===== src/rtl/demux_reg_bank.sv =====
// rtl/demux_reg_bank.sv - 16-entry write-decoded register bank with sequenced bulk clear
// Optional hardwired-zero entry 0 via DEMUX_REG_BANK_ZERO_REG_EN
module demux_reg_bank #(
    parameter int Length = 32
) (
    input  logic              clk,
    input  logic              rstb,
    input  logic              wr_valid,
    output logic              wr_ready,
    input  logic [3:0]        wr_addr,
    input  logic [Length-1:0] wr_data,
    input  logic              clr,
    output logic              busy,
    output logic [15:0]       written,
    output logic [Length-1:0] out0,
    output logic [Length-1:0] out1,
    output logic [Length-1:0] out2,
    output logic [Length-1:0] out3,
    output logic [Length-1:0] out4,
    output logic [Length-1:0] out5,
    output logic [Length-1:0] out6,
    output logic [Length-1:0] out7,
    output logic [Length-1:0] out8,
    output logic [Length-1:0] out9,
    output logic [Length-1:0] out10,
    output logic [Length-1:0] out11,
    output logic [Length-1:0] out12,
    output logic [Length-1:0] out13,
    output logic [Length-1:0] out14,
    output logic [Length-1:0] out15
);

`ifdef DEMUX_REG_BANK_ZERO_REG_EN
    localparam bit ZERO_REG = 1'b1;
`else
    localparam bit ZERO_REG = 1'b0;
`endif

    typedef enum logic {
        IDLE  = 1'b0,
        CLEAR = 1'b1
    } state_t;

    state_t            state;
    state_t            state_next;
    logic [3:0]        cnt;
    logic              wr_fire;
    logic              sweeping;
    logic [Length-1:0] entry [16];

    // State register
    always_ff @(posedge clk or negedge rstb) begin
        if (!rstb) begin
            state <= IDLE;
        end else begin
            state <= state_next;
        end
    end

    // Next-state logic; a clr seen while already sweeping is dropped
    always_comb begin
        state_next = state;
        case (state)
            IDLE:    if (clr) state_next = CLEAR;
            CLEAR:   if (cnt == 4'd15) state_next = IDLE;
            default: state_next = IDLE;
        endcase
    end

    // Output decode
    always_comb begin
        wr_ready = 1'b0;
        busy     = 1'b0;
        case (state)
            IDLE:    wr_ready = 1'b1;
            CLEAR:   busy     = 1'b1;
            default: wr_ready = 1'b0;
        endcase
    end

    assign wr_fire  = wr_valid && wr_ready;
    assign sweeping = (state == CLEAR);

    // Sweep counter wraps from 15 back to 0 as the sweep ends
    always_ff @(posedge clk or negedge rstb) begin
        if (!rstb) begin
            cnt <= 4'd0;
        end else if (sweeping) begin
            cnt <= cnt + 4'd1;
        end else if (clr) begin
            cnt <= 4'd0;
        end
    end

    for (genvar k = 0; k < 16; k++) begin : g_entry
        localparam logic [3:0] IDX = 4'(k);
        if (ZERO_REG && (k == 0)) begin : g_zero
            assign entry[k]   = '0;
            assign written[k] = 1'b0;
        end else begin : g_reg
            logic [Length-1:0] q;
            logic              w;
            logic              wr_hit;
            logic              clr_hit;

            assign wr_hit  = wr_fire && (wr_addr == IDX);
            assign clr_hit = sweeping && (cnt == IDX);

            // Writes and sweep never coincide since wr_ready is low while sweeping
            always_ff @(posedge clk or negedge rstb) begin
                if (!rstb) begin
                    q <= '0;
                    w <= 1'b0;
                end else if (clr_hit) begin
                    q <= '0;
                    w <= 1'b0;
                end else if (wr_hit) begin
                    q <= wr_data;
                    w <= 1'b1;
                end
            end

            assign entry[k]   = q;
            assign written[k] = w;
        end
    end

    assign out0  = entry[0];
    assign out1  = entry[1];
    assign out2  = entry[2];
    assign out3  = entry[3];
    assign out4  = entry[4];
    assign out5  = entry[5];
    assign out6  = entry[6];
    assign out7  = entry[7];
    assign out8  = entry[8];
    assign out9  = entry[9];
    assign out10 = entry[10];
    assign out11 = entry[11];
    assign out12 = entry[12];
    assign out13 = entry[13];
    assign out14 = entry[14];
    assign out15 = entry[15];

endmodule


===== config.mk =====
export PLATFORM = sky130hd
export DESIGN_NAME = demux_reg_bank
export DESIGN_NICKNAME = d
export VERILOG_FILES = /design/src/rtl/demux_reg_bank.sv
export SDC_FILE = /design/constraint.sdc
export NUM_CORES = 1
export LEC_CHECK = 0
export BUFFER_PORTS_ARGS = -buffer_cell sky130_fd_sc_hd__clkbuf_2
export CORE_MARGIN = 5
export CORE_UTILIZATION = 25
export DETAILED_ROUTE_END_ITERATION = 6
export PLACE_DENSITY_LB_ADDON = 0.05
export SETUP_SLACK_MARGIN = 0.02
export SYNTH_ARGS = -nofsm -noshare
export SYNTH_HDL_FRONTEND = slang
export SYNTH_SLANG_ARGS = --single-unit

===== constraint.sdc =====
create_clock -name clk -period 4.53 [get_ports clk]
set_clock_uncertainty 0.1 [all_clocks]
set_input_delay 0.2265 -clock clk [delete_from_list [all_inputs] [get_ports clk]]
set_output_delay 0.2265 -clock clk [all_outputs]
set_load 0.005 [all_outputs]

==> run_results.csv <==
group,metric,value,unit
sta,fin_tns_setup,0,ns
final_layout,area_growth,23.3,%
grt,groute.usage.overall,23.1,%
final_layout,instances_no_fill,4046,
routing,route.vias.total,20300,
worst_setup_path,worst_r2r_startpoint,"state$_DFF_PN0_",
final_layout,final_nets,2872,
sta,timing.final.max_slew_violations,0,
min_path,hp-start,"wr_addr[3]",
final_layout,final_layout_size_suffix_gt1_share,25.4,%
synth,yosys_register_bits,533,
place,detailedPlace.worstSlack,1.74,ns
routing,route.detailed.vias_per_inst,5.02,
min_path,hold_class,"in2reg",
cts,post_cts_resized,0,
cts,clk_pin_slew_worst_paths,0.06,ns
routing,routed_wirelength,115,mm
worst_setup_path,worst_setup_path_end_kind,"flop",
min_path,min_path_cells,4,
grt,grt-ovfl-total,0,
synth,synth_fp_nets,2488,
cts,clkLatencyLatePin,0.59,ns
flow_run,drv.max_cap_violation_count,0,
sta,maxClockFrequency,356,MHz
sta,setup_viol,0,
power,power.density_cell_area,669,mW/mm2
routing,detail_route.iter0.violations,1685,
worst_setup_path,path_max_fanout,64,
synth,synth-seq-area-share,58.9,%
worst_setup_path,crit_arrival,3.16,ns
min_path,worstHoldEndpoint,"out6[14]$_DFFE_PN0P_",
cts,h-tree-depth,3,
worst_setup_path,critPathMostFrequentCell,"sky130_fd_sc_hd__buf_4",
grt,grt_max_degree,99,
cts,cts-root-to-sink-buffers,3,
synth,yosys.cell_types.count,33,
grt,grt_util_met2,38.1,%
sta,timing.max_slew.rel_slack,25.0,%
worst_setup_path,reg2reg_slack,1.72,ns
worst_setup_path,crit_type,"reg2reg",
power,power.leakage,13.0,nW
cts,cts-buffers-inserted,68,
synth,synthesized_area_divided_by_synthesized_cell_count,9.26,um2
routing,route.detailed.drc,0,
synth,syn-instance-count,2444,
synth,yosysTopAreaCellShare,58.9,%
floorplan,row_count,110,
place,finalWeightedCongestion,0.778,
cts,root_buffer,"sky130_fd_sc_hd__clkbuf_16",
worst_setup_path,timing.critical_path.from_type,"flop",
sta,finalWorstPathRequiredPeriod,2.81,ns
cts,cts_setup_buffers,0,
routing,detail_route.wl_per_cell,28.4,um
power,irDropWorstVdd,0.257,mV
place,dp.final_hpwl,73.5,mm
outcome,status,"completed",
sta,fin_crit_sh,61.9,%
grt,grt_pass1_vias,20600,
worst_setup_path,critical-path-max-stage-delay,0.73,ns
cts,cts_tree,"yes",
grt,met1_usage,30.5,%
worst_setup_path,required,4.88,ns
sta,finalWorstSetupSlack,1.72,ns
grt,global_route.peak_usage_layer,"met2",
floorplan,core-area,0.0900,mm2
synth,synth_area_leaders,"sky130_fd_sc_hd__dfrtp_1, sky130_fd_sc_hd__nand3_1, sky130_fd_sc_hd__o21ai_0",
worst_setup_path,cells_along_the_critical_path,"nor4b_4 -> buf_4 -> and2_1 -> buf_4 -> o21ai_0",
floorplan,num_io_pins,570,
grt,antenna_found_initial,10,
final_layout,final_core_util,31.0,%
sta,setup_repair_after_global_routing_missed_its_margin,"no",
cts,clkSinkCount,533,
floorplan,floorplan.die.width,311,um
worst_setup_path,critical-path-slowest-cell,"sky130_fd_sc_hd__buf_4",
grt,grt.met3_usage,6.09,%
synth,syn-cell-area,0.0226,mm2
sta,worstMarginPinSlew,1.13,ns
synth,synth.yosys.warnings,0,
final_layout,fillerInstances,9551,
routing,dr.pass1.iters,7,
sta,final_hold_fails,0,
routing,number_of_nets_with_antenna_violations_after_routing,0,
worst_setup_path,reg2reg_to,"out4[20]$_DFFE_PN0P_",
place,placement.io_buffers,569,
floorplan,floorplan.die_area,0.0967,mm2
worst_setup_path,reg2reg_depth,5,
floorplan,start_util,25.1,%
synth,post-synth-top-area-cell,"sky130_fd_sc_hd__dfrtp_1",
floorplan,fp.dieH,311,um
place,place_inst,3932,
sta,timing.hold.ws,0.0373,ns
grt,grt_pass1_wl,164,mm
synth_stat cells (all sizes together):
master and instances:
o31ai 1, nand3 513, o21ai 513, nor2 1, clkbuf 112, nand4b 8
ha 4, dfrtp 533, or3 1, nor2b 2, and4bb 2, nand2 515
and4b 1, nor4b 1, inv 3, nand4 4, xor2 1, and2 17
xnor2 1, buf 188, o21a 17, nand4bb 4, o22ai 2
worst max path at each step:
stage / slack, ns / startpoint / to
floorplan: 2.87 / cnt[0]$_DFFE_PN0P_ / out3[0]$_DFFE_PN0P_
global placement: 1.80 / state$_DFF_PN0_ / out4[0]$_DFFE_PN0P_
detailed placement: 1.74 / state$_DFF_PN0_ / out4[29]$_DFFE_PN0P_
CTS: 1.72 / state$_DFF_PN0_ / out4[20]$_DFFE_PN0P_
global route: 1.60 / state$_DFF_PN0_ / out4[29]$_DFFE_PN0P_
finish: 1.72 / state$_DFF_PN0_ / out4[20]$_DFFE_PN0P_
flip-flops by register name, indices dropped and copies added, names as in the netlist:
name	flops
out0	32
out10	32
out11	32
out12	32
out13	32
out14	32
out15	32
out1	32
out2	32
out3	32
out4	32
out5	32
out6	32
out7	32
out8	32
out9	32
g_entry.g_reg.w	16
cnt	4
state	1
critical path, delay by kind of cell, from the launching register on:
family / cells / cell delay (ns)
AND/OR/NAND/NOR: 2 / 0.80
buffers and inverters: 2 / 1.11
flip-flops: 1 / 0.45
AO/OA/AOI/OAI: 1 / 0.18
cell type report:
class / count / area (um2) / share of cell area (%)
repair buffers: 614 / 3250 / 11.6
flip-flops and latches: 533 / 13300 / 47.8
diodes: 2 / 5.00 / 0.0179
clock buffers: 101 / 1950 / 6.97
well taps: 1176 / 1470 / 5.27
clock inverters: 9 / 111 / 0.399
multi-input cells: 1608 / 7780 / 27.9
inverters: 3 / 11.3 / 0.0403
metal layers:
metal	share of wire, %	routed length [um]
met5	0.010	12
met4	2.2	2530
met3	7.3	8400
met2	48	55300
met1	42	48800
stage by stage:
step / power [W] / area (um2)
finish: 0.0187 / 27900
global route: 0.0199 / 27900
CTS: 0.0190 / 27900
detailed placement: 0.0137 / 25800
global placement: 0.0136 / 25800
floorplan: 0.00994 / 22600
layout by cell type, fill, tap and decap left out, types with 12 or more instances in the layout:
cell type                   synthesis  final
sky130_fd_sc_hd__clkbuf_2           6    568
sky130_fd_sc_hd__dfrtp_1          533    533
sky130_fd_sc_hd__nand2_1          515    515
sky130_fd_sc_hd__nand3_1          513    513
sky130_fd_sc_hd__o21ai_0          416    416
sky130_fd_sc_hd__o21ai_1           97     97
sky130_fd_sc_hd__clkbuf_16          0     68
sky130_fd_sc_hd__buf_4             35     39
sky130_fd_sc_hd__clkbuf_1         106     21
sky130_fd_sc_hd__o21a_1            17     17
sky130_fd_sc_hd__clkbuf_8           0     12
where the power goes:
group | total, W | switching (W) | leakage, nW | internal [W]
sequential | 0.00792 | 0.00127 | 7.21 | 0.00666
clock | 0.00517 | 0.00216 | 1.00 | 0.00302
combinational | 0.00557 | 0.00350 | 4.80 | 0.00207
total | 0.0187 | 0.00692 | 13.0 | 0.0117
repair_timing:
action | 4_1_cts | 5_1_grt
setup endpoints to repair | 0 | 0
endpoints found under the hold margin | 83 | 0
hold buffers | 2 | 0
cells by family after synthesis:
family,share of synthesized area [%]
AND/OR/NAND/NOR,21.8
flip-flops,58.9
AO/OA/AOI/OAI,12.0
buffers and inverters,6.99
XOR/XNOR,0.0774
adder cells (fa/ha/maj),0.221
Note: power is estimated with default switching activity, not from simulation.
